<file path="src/rtl/pipe_run_ctrl.sv">
// Run/halt/single-step sequencer: divides clk into a pipeline enable strobe and gates fetch so halts drain cleanly.
// Optional feature macro: PIPE_PERF_CNT_EN builds the issued-instruction counter behind issue_cnt.
module pipe_run_ctrl #(
    parameter int unsigned DIV_MAX   = 50,
    parameter int unsigned DRAIN_TKS = 4,
    parameter bit          START_RUN = 1'b1
) (
    input  logic        clk,
    input  logic        reset,
    input  logic        run_req,
    input  logic        halt_req,
    input  logic        step_req,
    input  logic        bp_en,
    input  logic [31:0] bp_addr,
    input  logic [31:0] pc_if,
    output logic        pipe_en,
    output logic        fetch_hold,
    output logic        halted,
    output logic        step_done,
    output logic        bp_hit,
    output logic [1:0]  state,
    output logic [31:0] issue_cnt
);

    typedef enum logic [1:0] {
        ST_HALTED = 2'b00,
        ST_RUN    = 2'b01,
        ST_STEP   = 2'b10,
        ST_DRAIN  = 2'b11
    } run_state_t;

    localparam int unsigned   DW          = (DRAIN_TKS > 1) ? $clog2(DRAIN_TKS) : 1;
    localparam logic [23:0]   DIV_LAST    = 24'(DIV_MAX);
    localparam logic [DW-1:0] DRAIN_LAST  = DW'(DRAIN_TKS - 1);
    localparam logic [DW-1:0] DRAIN_ONE   = DW'(1);
    localparam run_state_t    RESET_STATE = START_RUN ? ST_RUN : ST_HALTED;

    logic [23:0]   div_cnt_r;
    run_state_t    state_r;
    logic [DW-1:0] drain_cnt_r;
    logic          step_prev_r;
    logic          step_pend_r;
    logic          bp_skip_r;
    logic          step_done_r;
    logic          bp_hit_r;

    logic          tick_s;
    logic [23:0]   div_cnt_nxt_s;
    logic          bp_match_s;
    logic          step_rise_s;
    logic          step_pend_s;
    logic          pipe_en_s;
    logic          fetch_hold_s;
    run_state_t    state_nxt_s;
    logic [DW-1:0] drain_nxt_s;
    logic          pend_nxt_s;
    logic          skip_nxt_s;
    logic          done_nxt_s;
    logic          hit_nxt_s;
    logic          unused_lsb_s;

    // Word-aligned PCs: the byte-offset bits never take part in the breakpoint compare.
    assign unused_lsb_s  = ^{bp_addr[1:0], pc_if[1:0]};

    assign tick_s        = (div_cnt_r == DIV_LAST);
    assign div_cnt_nxt_s = tick_s ? 24'd0 : (div_cnt_r + 24'd1);
    assign bp_match_s    = bp_en & (pc_if[31:2] == bp_addr[31:2]) & ~bp_skip_r;
    assign step_rise_s   = step_req & ~step_prev_r;
    assign step_pend_s   = step_pend_r | step_rise_s;
    assign pipe_en_s     = tick_s & (state_r != ST_HALTED);

    // Next-state, fetch gating and sticky-flag updates; transitions only on a tick.
    always_comb begin
        state_nxt_s  = state_r;
        drain_nxt_s  = drain_cnt_r;
        pend_nxt_s   = step_pend_s;
        skip_nxt_s   = bp_skip_r;
        done_nxt_s   = 1'b0;
        hit_nxt_s    = bp_hit_r;
        fetch_hold_s = 1'b1;
        case (state_r)
            ST_HALTED: begin
                fetch_hold_s = 1'b1;
                if (tick_s) begin
                    if (halt_req) begin
                        state_nxt_s = ST_HALTED;
                    end else if (run_req) begin
                        state_nxt_s = ST_RUN;
                        skip_nxt_s  = 1'b1;
                        hit_nxt_s   = 1'b0;
                    end else if (step_pend_s) begin
                        state_nxt_s = ST_STEP;
                        pend_nxt_s  = 1'b0;
                        hit_nxt_s   = 1'b0;
                    end else begin
                        state_nxt_s = ST_HALTED;
                    end
                end else begin
                    state_nxt_s = ST_HALTED;
                end
            end
            ST_RUN: begin
                fetch_hold_s = bp_match_s;
                if (tick_s) begin
                    skip_nxt_s = 1'b0;
                    if (halt_req || bp_match_s) begin
                        state_nxt_s = ST_DRAIN;
                        drain_nxt_s = '0;
                        hit_nxt_s   = bp_hit_r | bp_match_s;
                    end else begin
                        state_nxt_s = ST_RUN;
                    end
                end else begin
                    state_nxt_s = ST_RUN;
                end
            end
            ST_STEP: begin
                fetch_hold_s = 1'b0;
                if (tick_s) begin
                    state_nxt_s = ST_DRAIN;
                    drain_nxt_s = '0;
                end else begin
                    state_nxt_s = ST_STEP;
                end
            end
            ST_DRAIN: begin
                fetch_hold_s = 1'b1;
                if (tick_s) begin
                    if (drain_cnt_r == DRAIN_LAST) begin
                        state_nxt_s = ST_HALTED;
                        done_nxt_s  = 1'b1;
                    end else begin
                        drain_nxt_s = drain_cnt_r + DRAIN_ONE;
                    end
                end else begin
                    state_nxt_s = ST_DRAIN;
                end
            end
            default: begin
                state_nxt_s  = RESET_STATE;
                fetch_hold_s = 1'b1;
            end
        endcase
    end

    // Sequencer state register with synchronous active-low reset.
    always_ff @(posedge clk) begin
        if (!reset) begin
            div_cnt_r   <= 24'd0;
            state_r     <= RESET_STATE;
            drain_cnt_r <= '0;
            step_prev_r <= 1'b0;
            step_pend_r <= 1'b0;
            bp_skip_r   <= 1'b1;
            step_done_r <= 1'b0;
            bp_hit_r    <= 1'b0;
        end else begin
            div_cnt_r   <= div_cnt_nxt_s;
            state_r     <= state_nxt_s;
            drain_cnt_r <= drain_nxt_s;
            step_prev_r <= step_req;
            step_pend_r <= pend_nxt_s;
            bp_skip_r   <= skip_nxt_s;
            step_done_r <= done_nxt_s;
            bp_hit_r    <= hit_nxt_s;
        end
    end

`ifdef PIPE_PERF_CNT_EN
    logic [31:0] issue_cnt_r;

    // Counts ticks on which a new instruction was actually fetched.
    always_ff @(posedge clk) begin
        if (!reset) begin
            issue_cnt_r <= 32'd0;
        end else if (pipe_en_s && !fetch_hold_s) begin
            issue_cnt_r <= issue_cnt_r + 32'd1;
        end else begin
            issue_cnt_r <= issue_cnt_r;
        end
    end

    assign issue_cnt = issue_cnt_r;
`else
    assign issue_cnt = 32'h0;
`endif

    assign pipe_en    = pipe_en_s;
    assign fetch_hold = fetch_hold_s;
    assign halted     = (state_r == ST_HALTED);
    assign step_done  = step_done_r;
    assign bp_hit     = bp_hit_r;
    assign state      = state_r;

endmodule

</file>
<file path="config.mk">
export PLATFORM = sky130hd
export DESIGN_NAME = pipe_run_ctrl
export DESIGN_NICKNAME = d
export VERILOG_FILES = /design/src/rtl/pipe_run_ctrl.sv
export SDC_FILE = /design/constraint.sdc
export NUM_CORES = 1
export LEC_CHECK = 0
export ABC_AREA = 1
export CORE_MARGIN = 2
export CORE_UTILIZATION = 39
export CTS_BUF_LIST = sky130_fd_sc_hd__clkbuf_4 sky130_fd_sc_hd__clkbuf_8
export CTS_CLUSTER_DIAMETER = 60
export DETAILED_ROUTE_END_ITERATION = 7
export GPL_ROUTABILITY_DRIVEN = 0
export HOLD_SLACK_MARGIN = 0.06
export PLACE_DENSITY_LB_ADDON = 0.15
export SYNTH_ARGS = -nofsm -noshare
export SYNTH_HDL_FRONTEND = slang
export SYNTH_SLANG_ARGS = --single-unit
</file>
<file path="constraint.sdc">
create_clock -name clk -period 4.2 [get_ports clk]
set_input_delay 1.26 -clock clk [delete_from_list [all_inputs] [get_ports clk]]
set_output_delay 1.26 -clock clk [all_outputs]
set_load 0.05 [all_outputs]
</file>
==> results.yml <==
outcome:
  status: "completed"
sta:
  max-slew-margin-rel: 0.648
  min_period_ps: 3970
  period_share: 0.945
  grt_setup_unrepaired: "no"
  setup-tns-final_ps: 0
  maxSlewViolCount: 0
  skew_ps: 5.84
  fmax_mhz: 252
  finalSetupViolations: 0
  worst_pin_slew_ps: 527
  final_hold_viol_count: 0
finish:
  post-route-util: 0.521
  areaGrowthSynthToFinish_pct: 29.9
  final_area_um2: 3500
  antennaDiodeCount: 0
  nNetsFinal: 589
  nFillCells: 686
  drive_gt1_frac: 0.0586
synth:
  yosys_warnings: 0
  synth_simple_gate_area_frac: 0.375
  netlist_area_um2: 2690
  synth_compound_area_frac: 0.0706
  synth_top_area_frac: 0.245
  synth_area_leaders: "dfxtp_1 (25%), nand2_1 (16%), inv_1 (12%), buf_4 (9.2%), nor2_1 (5.6%)"
  synth_xor_area_frac: 0.0520
  synth_flop_cell: "dfxtp_1"
  synth_most_common_cell: "nand2_1"
  postSynth.asyncResetShare: 0
  syn-instance-count: 436
  synthMuxAreaShare: 0
  synth_edf_count: 0
  syn_avg_cell_area_um2: 6.18
  yosys.area_share.adder: 0.0372
  yosysTopAreaCell: "dfxtp_1"
  yosys-top-cells-count: "nand2_1 (115), inv_1 (86), nor2_1 (40), buf_4 (33), dfxtp_1 (33)"
  synth_top_family_by_area: "simple AND/OR/NAND/NOR gates"
  synth-seq-area-share: 0.245
  netlist-cell-type-count: 35
  ys_ff_latch: 33
floorplan:
  start_util: 0.401
  fp-row-count: 30
  die_y_um: 87.1
  coreArea_um2: 6720
  fp.dieW_um: 87.1
  ios: 109
  dieArea_um2: 7580
place:
  dp_hpwl_mm: 5.26
  port_buffers: 72
  place_area_um2: 3380
flow_run:
  max_cap_violations: 0
routing:
  finalWirelength_mm: 6.44
  dr.pass1.iters: 4
  ant_nets: 0
  drtIter0Drc: 78
  num_vias: 2666
  avgViaCountPerCell: 4.50
  drc: 0
  wl_per_cell_um: 10.9
power:
  vdd_drop_max_mv: 0.151
  p_leak_nw: 1.65
  power.density_nw_per_um2: 233
clock_tree:
  root_buffer: "clkbuf_8"
  clock-sinks: 33
  postCtsSetupRepairBufs: 0
  cts_hold_buf: 0
  clkTransAtPathRegs_ps: 70
  cts.repair.resized: 0
  cts_tree: "done"
  insertion_delay_ps: 290
  cts_buffers: 5
  cts_max_path_buffers: 2
  htreeDepth: 2
grt:
  grt_first_pass_wirelength_mm: 10.7
  grt_max_degree: 18
  first_global_vias: 2494
  grt-ovfl-total: 0
  antenna_found_initial: 0
  grt.total_usage: 0.174
critical_path:
  worstReg2RegEnd: "state[1]$_SDFFE_PN0P_"
  r2r_start: "state[0]$_SDFFE_PN1P_"
  path_class: "in -> out"
  required_ps: 2940
  arrival_ps: 2710
  critPathLaunchType: "input pin"
  reg2regPathDepth: 7
  cp_max_fo: 2
  rrSetupSlack_ps: 2230
  endpoint_kind: "output port"
worst_hold_path:
  hp-class: "reg -> reg"
  min_from: "bp_hit$_SDFFE_PN0P_"
  min_to: "bp_hit$_SDFFE_PN0P_"
  min_path_cells: 2
-- worst max path at each step --
stage,from,to,slack [ps],cells after the start
after floorplan,pc_if[9],fetch_hold,630,9
after global placement,bp_addr[19],fetch_hold,210,12
after detailed placement,bp_addr[25],fetch_hold,210,12
after CTS,bp_addr[25],fetch_hold,200,12
after global routing,bp_addr[25],fetch_hold,20,12
final,bp_addr[25],fetch_hold,230,12
-- state kept, by name, indices dropped and copies added (netlist names) --
name and flops:
div_cnt_r 24, step_done 1, step_pend_r 1, state 2, step_prev_r 1, bp_hit 1, bp_skip_r 1, drain_cnt_r 2
-- through the flow --
step | cells | worst slack (ps) | hold slack [ps] | total power [mW]
CTS | 592 | 204 | 465 | 0.827
finish | 592 | 229 | 458 | 0.816
global route | 592 | 24.9 | 474 | 0.859
global placement | 584 | 212 | 440 | 0.514
floorplan | 467 | 628 | 430 | 0.464
detailed placement | 584 | 210 | 453 | 0.517
-- cell type report --
| cell class | count | area [um2] | share of cell area |
|---|---|---|---|
| clock buffer | 5 | 68.8 | 0.0197 |
| clock inverter | 3 | 46.3 | 0.0132 |
| inverter | 88 | 330 | 0.0944 |
| multi-input combinational | 311 | 1560 | 0.446 |
| sequential | 33 | 661 | 0.189 |
| tap | 80 | 100 | 0.0286 |
| timing repair buffer | 72 | 731 | 0.209 |
-- power breakdown --
group / internal (mW) / switching (mW)
clock: 0.178 / 0.129
combinational: 0.0787 / 0.112
sequential: 0.316 / 0.00231
total: 0.572 / 0.243
-- layer usage --
| metal | vias to the layer above | routed length (um) | global-route usage |
|---|---|---|---|
| met2 | 70 | 3160 | 0.316 |
| li1 | 1427 | - | - |
| met3 | 12 | 384 | 0.0408 |
| met5 | - | 0 | 0 |
| met1 | 1157 | 2770 | 0.200 |
| met4 | 0 | 130 | 0.0587 |
-- kinds of logic after synthesis --
logic type / count (synthesis)
xor+xnor: 16
other cells: 1
buf+inv: 123
simple gates: 221
fa+ha+maj: 8
compound gates: 34
flops: 33
-- layout by cell type, fill, tap and decap left out, drive strengths merged --
master	count
clkinv	1
xnor2	11
dfxtp	33
clkbuf	5
nor3b	4
buf	1
a211oi	1
conb	32
o2111ai	1
xor2	5
a21boi	1
o21a	1
clkdlybuf4s50	71
nor3	14
o21ai	9
nand2	119
bufinv	1
nand4	10
clkinvlp	1
or2	4
nand3	20
o22ai	1
nor4	5
o31ai	1
ha	8
o211ai	2
inv	88
nor2	45
a21oi	17
-- worst max-delay path: stages --
cell and delay [ps]:
clkdlybuf4s50_1 490, inv_1 40, nand2_1 50, nand2_1 50
inv_1 40, nand2_1 40, nor2_1 80, nand2_1 70
nor2_1 160, nand3_1 80, o21ai_0 150, buf_12 190
Note: power is estimated with default switching activity, not from simulation.
